$ cat config.mk
export PLATFORM = sky130hd
export DESIGN_NAME = pwl_segment_search
export DESIGN_NICKNAME = d
export VERILOG_FILES = /design/src/rtl/spr_pwl_pkg.sv /design/src/rtl/pwl_seg_encoder.sv /design/src/rtl/pwl_segment_search.sv
export SDC_FILE = /design/constraint.sdc
export NUM_CORES = 2
export LEC_CHECK = 0
export BUFFER_PORTS_ARGS = -buffer_cell sky130_fd_sc_hd__buf_4
export CORE_MARGIN = 5
export CORE_UTILIZATION = 35
export CTS_CLUSTER_SIZE = 12
export DETAILED_ROUTE_END_ITERATION = 10
export PLACE_DENSITY = 0.5
export SLEW_MARGIN = 20
export SYNTH_ARGS = -nofsm -noshare
export SYNTH_HDL_FRONTEND = slang
export SYNTH_SLANG_ARGS = --single-unit
$ cat constraint.sdc
create_clock -name clk -period 28.7 [get_ports clk]
set_input_delay 2.87 -clock clk [delete_from_list [all_inputs] [get_ports clk]]
set_output_delay 2.87 -clock clk [all_outputs]
set_load 0.01 [all_outputs]
$ cat src/rtl/spr_pwl_pkg.sv
// ----------------------------------------------------------------------------
// spr_pwl_pkg
// Shared definitions for the SPR re-gamma piecewise-linear segment locator:
//   - default geometry localparams (pixel width, segment count, channel count)
//   - configuration FSM state encoding
//   - default breakpoint generator (evenly spaced table, bp[k] = k * step)
// ----------------------------------------------------------------------------
package spr_pwl_pkg;

   localparam int PWL_DATA_W  = 10;
   localparam int PWL_NUM_SEG = 32;
   localparam int PWL_CH      = 3;

   typedef enum logic [1:0] {
      CFG_IDLE    = 2'd0,
      CFG_CHECK   = 2'd1,
      CFG_WAIT_VS = 2'd2
   } cfg_state_t;

   // Evenly spaced table covering the full pixel range.
   function automatic int default_bp(input int k, input int data_w, input int num_seg);
      return k * ((1 << data_w) / num_seg);
   endfunction

endpackage

$ cat src/rtl/pwl_seg_encoder.sv
// ----------------------------------------------------------------------------
// pwl_seg_encoder
// Per-channel segment decode. Takes the registered compare mask
// (mask[k] = bp[k] <= pix) and turns it into the segment index (highest set
// bit), the segment bounds from the active table and the in-segment offset.
// Purely combinational; the caller registers the results.
// Ports:
//   mask    in   NUM_SEG             compare mask, bit k = (bp[k] <= pix)
//   pix     in   DATA_W              pixel the mask was built from
//   bp_flat in   NUM_SEG*DATA_W      active breakpoint table, bp[0] in LSBs
//   idx     out  IDX_W               segment index
//   low     out  DATA_W              bp[idx]
//   high    out  DATA_W+1            bp[idx+1], 2**DATA_W for the last segment
//   frac    out  DATA_W              pix - low
// ----------------------------------------------------------------------------
module pwl_seg_encoder
   import spr_pwl_pkg::*;
#(
   parameter int DATA_W  = PWL_DATA_W,
   parameter int NUM_SEG = PWL_NUM_SEG,
   parameter int IDX_W   = $clog2(NUM_SEG)
) (
   input  logic [NUM_SEG-1:0]        mask,
   input  logic [DATA_W-1:0]         pix,
   input  logic [NUM_SEG*DATA_W-1:0] bp_flat,
   output logic [IDX_W-1:0]          idx,
   output logic [DATA_W-1:0]         low,
   output logic [DATA_W:0]           high,
   output logic [DATA_W-1:0]         frac
);

   logic [DATA_W-1:0] bp [NUM_SEG];
   logic [IDX_W-1:0]  idx_nxt;

   always_comb begin
      for (int k = 0; k < NUM_SEG; k++) begin
         bp[k] = bp_flat[k*DATA_W +: DATA_W];
      end
   end

   // The table is strictly increasing, so the mask is a thermometer code;
   // the last set bit wins.
   always_comb begin
      idx = '0;
      for (int k = 0; k < NUM_SEG; k++) begin
         if (mask[k]) begin
            idx = IDX_W'(k);
         end
      end
   end

   // idx_nxt wraps for the last segment; that case is overridden below.
   assign idx_nxt = idx + IDX_W'(1);

   always_comb begin
      low = bp[idx];
      if (idx == IDX_W'(NUM_SEG-1)) begin
         high = {1'b1, {DATA_W{1'b0}}};
      end else begin
         high = {1'b0, bp[idx_nxt]};
      end
      // low <= pix by construction, so this never wraps.
      frac = pix - low;
   end

endmodule

$ cat src/rtl/pwl_segment_search.sv
// ----------------------------------------------------------------------------
// pwl_segment_search
// Multi-channel piecewise-linear segment locator for the SPR re-gamma path.
// All channels share one double-buffered breakpoint table. The shadow table is
// written through the cfg port, checked for strict monotonicity on commit and
// copied into the active table during vertical blanking, so a frame never sees
// two tables. Any blanking cycle (i_hs=0 or i_vs=0) flushes the pipeline.
// Ports:
//   clk, rst           clock, async active-high reset
//   i_hs, i_vs         sync inputs, 0 = blanking
//   en, pix_in         input valid and CH pixels (ch0 in LSBs)
//   cfg_we/addr/data   shadow table write (addr 0 ignored, bp[0] is always 0)
//   cfg_commit         start monotonicity check and swap
//   cfg_busy           check or swap pending
//   cfg_err            last commit rejected, sticky until the next commit
//   o_valid            en delayed by 2 clocks
//   o_idx/o_pix/o_low/o_high/o_frac  per-channel segment results
// ----------------------------------------------------------------------------
module pwl_segment_search
   import spr_pwl_pkg::*;
#(
   parameter int DATA_W  = PWL_DATA_W,
   parameter int NUM_SEG = PWL_NUM_SEG,
   parameter int IDX_W   = $clog2(NUM_SEG),
   parameter int CH      = PWL_CH
) (
   input  logic                    clk,
   input  logic                    rst,
   input  logic                    i_hs,
   input  logic                    i_vs,
   input  logic                    en,
   input  logic [CH*DATA_W-1:0]    pix_in,
   input  logic                    cfg_we,
   input  logic [IDX_W-1:0]        cfg_addr,
   input  logic [DATA_W-1:0]       cfg_data,
   input  logic                    cfg_commit,
   output logic                    cfg_busy,
   output logic                    cfg_err,
   output logic                    o_valid,
   output logic [CH*IDX_W-1:0]     o_idx,
   output logic [CH*DATA_W-1:0]    o_pix,
   output logic [CH*DATA_W-1:0]    o_low,
   output logic [CH*(DATA_W+1)-1:0] o_high,
   output logic [CH*DATA_W-1:0]    o_frac
);

   logic [DATA_W-1:0]         active_bp [NUM_SEG];
   logic [DATA_W-1:0]         shadow_bp [NUM_SEG];
   logic [NUM_SEG*DATA_W-1:0] active_flat;

   cfg_state_t       state, state_nxt;
   logic [IDX_W-1:0] chk_k;
   logic [IDX_W-1:0] chk_k_nxt;
   logic             err_q;
   logic             shadow_we, chk_step, err_set, err_clr, swap;

   logic blank;

   logic                    vld_p1;
   logic [CH*DATA_W-1:0]    pix_p1;
   logic [CH*NUM_SEG-1:0]   mask_p1;
   logic [CH*NUM_SEG-1:0]   mask_nxt;

   logic [CH*IDX_W-1:0]      enc_idx;
   logic [CH*DATA_W-1:0]     enc_low;
   logic [CH*(DATA_W+1)-1:0] enc_high;
   logic [CH*DATA_W-1:0]     enc_frac;

   logic                     vld_p2;
   logic [CH*IDX_W-1:0]      idx_p2;
   logic [CH*DATA_W-1:0]     pix_p2;
   logic [CH*DATA_W-1:0]     low_p2;
   logic [CH*(DATA_W+1)-1:0] high_p2;
   logic [CH*DATA_W-1:0]     frac_p2;

   assign blank = ~i_vs | ~i_hs;

   // ------------------------------------------------------------------------
   // Configuration FSM
   // ------------------------------------------------------------------------
   always_ff @(posedge clk or posedge rst) begin
      if (rst) begin
         state <= CFG_IDLE;
      end else begin
         state <= state_nxt;
      end
   end

   assign chk_k_nxt = chk_k + IDX_W'(1);

   always_comb begin
      state_nxt = state;
      shadow_we = 1'b0;
      chk_step  = 1'b0;
      err_set   = 1'b0;
      err_clr   = 1'b0;
      swap      = 1'b0;
      case (state)
         CFG_IDLE: begin
            shadow_we = cfg_we && (cfg_addr != '0);
            if (cfg_commit) begin
               state_nxt = CFG_CHECK;
               err_clr   = 1'b1;
            end
         end
         CFG_CHECK: begin
            if (!(shadow_bp[chk_k] < shadow_bp[chk_k_nxt])) begin
               err_set   = 1'b1;
               state_nxt = CFG_IDLE;
            end else if (chk_k == IDX_W'(NUM_SEG-2)) begin
               state_nxt = CFG_WAIT_VS;
            end else begin
               chk_step = 1'b1;
            end
         end
         CFG_WAIT_VS: begin
            if (!i_vs) begin
               swap      = 1'b1;
               state_nxt = CFG_IDLE;
            end
         end
         default: state_nxt = CFG_IDLE;
      endcase
   end

   // Tables, check pointer and error flag. A same-cycle write and commit is
   // fine: the write lands on this edge and CHECK starts reading next cycle.
   always_ff @(posedge clk or posedge rst) begin
      if (rst) begin
         for (int k = 0; k < NUM_SEG; k++) begin
            active_bp[k] <= DATA_W'(default_bp(k, DATA_W, NUM_SEG));
            shadow_bp[k] <= DATA_W'(default_bp(k, DATA_W, NUM_SEG));
         end
         chk_k <= '0;
         err_q <= 1'b0;
      end else begin
         if (shadow_we) begin
            shadow_bp[cfg_addr] <= cfg_data;
         end
         if (swap) begin
            for (int k = 0; k < NUM_SEG; k++) begin
               active_bp[k] <= shadow_bp[k];
            end
         end
         if (state == CFG_IDLE) begin
            chk_k <= '0;
         end else if (chk_step) begin
            chk_k <= chk_k_nxt;
         end
         if (err_clr) begin
            err_q <= 1'b0;
         end else if (err_set) begin
            err_q <= 1'b1;
         end
      end
   end

   assign cfg_busy = (state != CFG_IDLE);
   assign cfg_err  = err_q;

   always_comb begin
      active_flat = '0;
      for (int k = 0; k < NUM_SEG; k++) begin
         active_flat[k*DATA_W +: DATA_W] = active_bp[k];
      end
   end

   always_comb begin
      mask_nxt = '0;
      for (int c = 0; c < CH; c++) begin
         for (int k = 0; k < NUM_SEG; k++) begin
            mask_nxt[c*NUM_SEG + k] = (active_bp[k] <= pix_in[c*DATA_W +: DATA_W]);
         end
      end
   end

   // ------------------------------------------------------------------------
   // Stage 1: pixel and compare mask
   // ------------------------------------------------------------------------
   always_ff @(posedge clk or posedge rst) begin
      if (rst) begin
         vld_p1  <= 1'b0;
         pix_p1  <= '0;
         mask_p1 <= '0;
      end else if (blank) begin
         vld_p1  <= 1'b0;
         pix_p1  <= '0;
         mask_p1 <= '0;
      end else begin
         vld_p1 <= en;
         if (en) begin
            pix_p1  <= pix_in;
            mask_p1 <= mask_nxt;
         end
      end
   end

   for (genvar c = 0; c < CH; c++) begin : g_enc
      pwl_seg_encoder #(
         .DATA_W  (DATA_W),
         .NUM_SEG (NUM_SEG),
         .IDX_W   (IDX_W)
      ) u_enc (
         .mask    (mask_p1[c*NUM_SEG +: NUM_SEG]),
         .pix     (pix_p1[c*DATA_W +: DATA_W]),
         .bp_flat (active_flat),
         .idx     (enc_idx[c*IDX_W +: IDX_W]),
         .low     (enc_low[c*DATA_W +: DATA_W]),
         .high    (enc_high[c*(DATA_W+1) +: (DATA_W+1)]),
         .frac    (enc_frac[c*DATA_W +: DATA_W])
      );
   end

   // ------------------------------------------------------------------------
   // Stage 2: index, bounds and offset; data hold while not valid
   // ------------------------------------------------------------------------
   always_ff @(posedge clk or posedge rst) begin
      if (rst) begin
         vld_p2  <= 1'b0;
         idx_p2  <= '0;
         pix_p2  <= '0;
         low_p2  <= '0;
         high_p2 <= '0;
         frac_p2 <= '0;
      end else if (blank) begin
         vld_p2  <= 1'b0;
         idx_p2  <= '0;
         pix_p2  <= '0;
         low_p2  <= '0;
         high_p2 <= '0;
         frac_p2 <= '0;
      end else begin
         vld_p2 <= vld_p1;
         if (vld_p1) begin
            idx_p2  <= enc_idx;
            pix_p2  <= pix_p1;
            low_p2  <= enc_low;
            high_p2 <= enc_high;
            frac_p2 <= enc_frac;
         end
      end
   end

   assign o_valid = vld_p2;
   assign o_idx   = idx_p2;
   assign o_pix   = pix_p2;
   assign o_low   = low_p2;
   assign o_high  = high_p2;
   assign o_frac  = frac_p2;

endmodule

* Word level (Yosys, flattened, before mapping)
Index checks and enable logic that the tools add are counted.
** Word-level totals
- Flip-flop bits (word level) :: 914
- Input port bits :: 52
- Output and inout bits :: 141
- Logic and storage cells :: 379
** Cells by class
- Add/subtract/negate cells :: 7
- Magnitude comparators :: 107
- Equal/unequal tests :: 9
- Muxes and demuxes :: 158
- Bitwise logic cells :: 12
- Reduce and logical (&&, ||, !) cells :: 10
** Operators by type and width (count)
- <= comparator 10 bit :: 96
- binary-select mux 10 bit (select 5 bit) :: 8
- bitwise mux 320 bit :: 1
- 2-to-1 mux 5 bit :: 50
- 2-to-1 mux 30 bit :: 8
- 2-to-1 mux 96 bit :: 2
- 2-to-1 mux 10 bit :: 17
- 2-to-1 mux 4 bit :: 24
- 2-to-1 mux 33 bit :: 2
- greater-or-equal comparator 6 bit, second input constant :: 9
- NOT 5 -> 6 bit :: 9
- demux 10 bit (select 5 bit) :: 1
- 2-to-1 mux 3 bit :: 12
- 2-to-1 mux 11 bit :: 3
- 2-to-1 mux 15 bit :: 2
- subtractor 10 bit :: 3
- adder 5 x 1 -> 5 bit, second input constant :: 4
- equality test 5 bit, second input constant :: 4
- 2-to-1 mux 2 bit :: 10
- 2-to-1 mux 1 bit :: 17
- < comparator 10 bit :: 1
- nonzero test 2 bit :: 5
- < comparator 6 x 1 -> 1 bit, second input constant :: 1
- one-hot mux 2 bit (3 select lines) :: 1
- 10 further kinds :: 13

* Depth between registers and ports, before layout
- Depth after elaboration :: 39
- Mapped depth :: 27
- Depth with buffers taken out :: 22

* By module
A second synthesis with hierarchy kept.
** Second synthesis, totals
- Cells, all modules :: 6824
- Area total of the unflattened synthesis :: 78850.6 µm²
** By module, submodules not included
- pwl_segment_search :: times used 1, cells an instance 4932, area each 59527.1 µm²
- pwl_seg_encoder at g_enc[1].u_enc :: times used 1, cells an instance 631, area each 6444.9 µm²
- pwl_seg_encoder at g_enc[2].u_enc :: times used 1, cells an instance 630, area each 6441.2 µm²
- pwl_seg_encoder at g_enc[0].u_enc :: times used 1, cells an instance 631, area each 6437.4 µm²

* Worst setup path after synthesis
Ideal clock, no wire load.
- Path kind :: register to register
- Start :: register chk_k[0]
- End :: register chk_k[0]
- Arrival time :: 5626 ps
- Required time :: 28567 ps
- Setup slack :: 22941 ps
- Stages on the path, launching flop included :: 23
- Buffers on the path :: 7
- Clock period less this slack :: 5759 ps
- Cell sequence :: dfrtp_1 -> buf_2 -> buf_2 -> buf_2 -> buf_1 -> inv_1 -> ha_1 -> clkbuf_1 -> clkbuf_1 -> clkbuf_1 -> mux4_2 -> mux4_2 -> mux2i_1 -> ha_1 -> a21o_1 -> a21o_1 -> a21oi_1 -> o21ai_0 -> a31oi_1 -> o211ai_1 -> nor4b_2 -> xnor2_1 -> nor2_1
** On the way
- Longest elaborated chain between the ends :: 9
- Elaborated cells on any way between the ends :: 17
- Classes of those cells :: add/sub (1); order compare (1); eq/ne (1); mux (11); bitwise (2); reduce/logical (1)
** RTL lines
- start: declaration :: RTL line pwl_segment_search.sv:52 : logic [IDX_W-1:0] chk_k;
- start signal: assignment :: RTL line pwl_segment_search.sv:148 : chk_k <= chk_k_nxt;
- adder 5 x 1 -> 5 bit :: RTL line pwl_segment_search.sv:89 : assign chk_k_nxt = chk_k + IDX_W'(1);
- NOT 5 -> 6 bit (implied by the code) :: RTL line pwl_segment_search.sv:107 : if (!(shadow_bp[chk_k] < shadow_bp[chk_k_nxt])) begin
- binary-select mux 10 bit (select 5 bit) :: RTL line pwl_segment_search.sv:107
- 2-to-1 mux 10 bit (implied by the code) (2 in series) :: RTL line pwl_segment_search.sv:107
- < comparator 10 bit :: RTL line pwl_segment_search.sv:107
- 2-to-1 mux 1 bit :: RTL line pwl_segment_search.sv:107
- 2-to-1 mux 1 bit :: RTL line pwl_segment_search.sv:98 : case (state)
- nonzero test 2 bit (no line)
Parallel ways exist; a longest one is shown, timed or not. The select of a mux whose other input is x is not followed.
A chain may end at the register's enable or synchronous reset.

* Worst setup path after layout
- Start :: register mask_p1[56]
- End :: register frac_p2[19] (netlist: o_frac[19])
** On the way
- Longest elaborated chain between the ends :: 15
** RTL lines
- start: declaration :: RTL line pwl_segment_search.sv:61 : logic [CH*NUM_SEG-1:0] mask_p1;
- start signal: assignment :: RTL line pwl_segment_search.sv:193 : mask_p1 <= mask_nxt;
- 2-to-1 mux 5 bit (8 in series) :: RTL line pwl_seg_encoder.sv:46 : if (mask[k]) begin
- NOT 5 -> 6 bit (implied by the code) :: RTL line pwl_seg_encoder.sv:56 : low = bp[idx];
- binary-select mux 10 bit (select 5 bit) :: RTL line pwl_seg_encoder.sv:56
- 2-to-1 mux 10 bit (implied by the code) (2 in series) :: RTL line pwl_seg_encoder.sv:56
- subtractor 10 bit :: RTL line pwl_seg_encoder.sv:63 : frac = pix - low;
- 2-to-1 mux 30 bit :: RTL line pwl_segment_search.sv:234 : if (vld_p1) begin
- 2-to-1 mux 30 bit :: RTL line pwl_segment_search.sv:225 : end else if (blank) begin
- end signal: assignment :: RTL line pwl_segment_search.sv:239 : frac_p2 <= enc_frac;
- end: declaration :: RTL line pwl_segment_search.sv:74 : logic [CH*DATA_W-1:0] frac_p2;
Every way passes these cells. The select of a mux whose other input is x is not followed.

==> qor.yml <==
cts_hold_buf: 0
drt-initial-drc-count: 10400
drtPass1Iterations: 9
synth-async-reset-ratio_pct: 100
netlist_instances: 7253
hpwl_um: 296000
ys_seq_elements: 911
cts_tree: "done"
crit_fanout: 89
synth_top_family_by_area: "multiplexers"
detail_route.wl_per_cell_um: 39.2
crit_arrival_ns: 8.41
finalHoldViolCount: 0
design_area_um2: 87000
portBuffers: 192
synth_compound_area_share_pct: 12.8
nets: 8433
clk_pin_slew_ns: 0.06
drv_slew: 0
cts_made_buffers: 109
rows: 172
cp-endpoint: "o_frac[19]$_DFFE_PP0P_"
synthTopCellsByArea: "dfrtp_1, ha_1, mux4_2"
core_um2: 220000
syn_nets: 8282
synthFlopType: "dfrtp_1"
power.leakage_nw: 39.2
synth_mux_area_share_pct: 26.7
yosys-top-cells-count: "ha_1, nand2_1, dfrtp_1"
grt_pass1_wl_um: 560000
post_cts_buffers: 0
synthSimpleGateAreaFrac_pct: 11.6
seqCellArea_um2: 23000
die-area_um2: 231000
ys_seq_area_share_pct: 29.7
worstSetupStartpoint: "mask_p1[56]$_DFFE_PP0P_"
max-vdd-ir-drop_uv: 72.0
gr-total-overflow: 0
syn_avg_cell_area_um2: 10.7
syn_area_um2: 77400
path_delay_family: "compound AO/OA/AOI/OAI gates"
multiInputGateArea_um2: 52400
regToRegEndpoint: "o_frac[19]$_DFFE_PP0P_"
r2r_setup_slack_ns: 20.99
holdCritPathClass: "reg2reg"
critical_path_depth: 21
die_w_um: 480
placed_area_um2: 83100
clk-insertion-delay-late_ns: 0.83
synth_cell_type_count: 74
cts_root_buffer: "clkbuf_16"
initial_core_util_pct: 35.2
clock_skew_ns: 0.0602
yosys_warnings: 0
ant_nets: 0
grt_max_degree: 182
period_minus_slack_ns: 7.71
crit_chain: "or3_1 -> o211ai_1 -> and2_1 -> nand2_8 -> inv_6 -> buf_4 -> mux2i_1 -> mux2_2 -> a221oi_1 -> mux2i_1 -> ha_1 -> nor2b_1 -> o21ai_0 -> a21boi_0 -> o21ai_0 -> a21oi_1 -> a21o_1 -> a21oi_1 -> xor2_1 -> a2111o_1 -> o211ai_1"
remaining_drc_errors: 0
critPathMaxStageDelay_ns: 0.89
slew_headroom_pct: 20.4
max-cap-violations: 0
synthAdderAreaFrac_pct: 15.8
rsz0062_at_grt: "false"
fp.dieH_um: 480
max_freq_mhz: 130
critPathKind: "reg2reg"
critPathBufInv: 2
ctsLongestPathBuffers: 3
vias: 70700
powerDensity_nw_per_um2: 56.1
htreeDepth: 3
setup_viol: 0
ioPinCount: 193
syn_to_final_growth_pct: 12.3
synth_top_area_share_pct: 24.3
grt_use_total_pct: 34.5
rr_startpoint: "mask_p1[56]$_DFFE_PP0P_"
cts_resized: 0
synth.most_common_cell: "ha_1"
end_kind: "flip-flop"
synth_edf_count: 0
status: "completed"
tightest_slew_ns: 1.19
finalWeightedCongestion: 1.07
cp-start-kind: "flip-flop"
antenna_found_initial: 45
drive_above_1_share_pct: 26.9
slowest_stage: "and2_1"
fillers: 21300
critPathRequiredTime_ns: 29.39
grt_pass1_vias: 66900
finalCritPeriodShare_pct: 26.9
drt-total-wl_um: 411000
cts_sinks: 911
synth-xor-area-share_pct: 0.383
yosys.area.top_type: "dfrtp_1"
r2r_cells: 21
viasPerCell: 6.75
fin_setup_tns_ns: 0
==> worst min path at each step <==
stage	start	to	slack, ns	depth (start not counted)
after floorplan	mask_p1[1]$_DFFE_PP0P_	mask_p1[1]$_DFFE_PP0P_	0.45	2
after global placement	shadow_bp[313]$_DFFE_PP0P_	shadow_bp[313]$_DFFE_PP0P_	0.40	0
after detailed placement	shadow_bp[313]$_DFFE_PP0P_	shadow_bp[313]$_DFFE_PP0P_	0.41	0
after CTS	shadow_bp[313]$_DFFE_PP0P_	shadow_bp[313]$_DFFE_PP0P_	0.42	0
after global routing	shadow_bp[310]$_DFFE_PP0P_	shadow_bp[310]$_DFFE_PP0P_	0.44	0
final	shadow_bp[313]$_DFFE_PP0P_	shadow_bp[313]$_DFFE_PP0P_	0.42	0
==> final cells by class <==
cell class / count / share of cell area [%]
diodes: 11 / 0.0317
clock buffers: 160 / 3.62
inverters: 134 / 0.611
multi-input cells: 5785 / 60.2
well taps: 2958 / 4.26
flip-flops and latches: 911 / 26.5
repair buffers: 463 / 4.09
clock inverters: 47 / 0.718
==> placed cells by master (no fill, tap or decap), types with 14 or more instances in the layout <==
master,n
ha_1,970
nand2_1,912
dfrtp_1,748
mux2_2,611
mux4_2,514
buf_4,456
o21ai_0,424
a21oi_1,280
mux2i_1,220
nand3_1,213
nand4_1,184
o21a_1,169
nor2_1,164
dfstp_2,160
nor2b_1,136
a21o_1,132
clkbuf_16,109
nand2b_1,102
inv_1,98
a31oi_1,95
a22o_1,75
o31ai_1,70
and3_1,44
nor4_1,40
nor3_1,39
a211oi_1,37
a32o_1,35
o211ai_1,33
a311oi_1,31
inv_2,28
clkbuf_1,28
clkbuf_8,23
a32oi_1,22
a41oi_1,21
a22oi_1,20
clkinv_2,18
xnor2_1,18
a221oi_1,15
or3_1,14
==> state kept, by name, summed over array words and instances, names as in the netlist <==
name       count
active_bp    320
shadow_bp    320
mask_p1       93
o_high        33
o_frac        30
o_low         30
o_pix         30
pix_p1        30
o_idx         15
chk_k          5
state          2
cfg_err        1
o_valid        1
vld_p1         1
==> report_power, final <==
group          total, mW  internal [mW]  leakage (nW)  switching [mW]
sequential          1.63           1.44          11.9           0.188
combinational       1.77          0.697          25.5            1.08
clock               1.48          0.840          1.83           0.640
==> metal layers <==
layer | up-vias | track usage (%) | wire length (um)
met1 | 35900 | 45.9 | 161000
li1 | 28300 | - | -
met5 | - | 0 | 98
met3 | 1186 | 12.2 | 53700
met4 | 12 | 21.3 | 32500
met2 | 5282 | 47.8 | 163000
==> per-stage QoR <==
step | setup WS [ns] | cells | utilization, % | hold slack, ns | total power [mW]
final | 20.99 | 10500 | 39.5 | 0.422 | 4.88
after global routing | 20.55 | 10500 | 39.5 | 0.443 | 5.03
after CTS | 21.19 | 10500 | 39.5 | 0.424 | 4.85
after detailed placement | 21.21 | 10300 | 37.8 | 0.410 | 3.38
after floorplan | 0.482 | 7253 | - | 0.451 | 2.72
after global placement | 21.27 | 10300 | 37.8 | 0.397 | 3.35
==> kinds of logic (layout without fill, tap and decap cells) <==
kind of cell,after synthesis,count (layout)
mux,1345,1345
flops,911,911
compound gates,1525,1525
fa+ha+maj,977,977
buf+inv,557,804
other cells,0,11
simple gates,1905,1905
xor+xnor,33,33
Note: power is estimated with default switching activity, not from simulation.
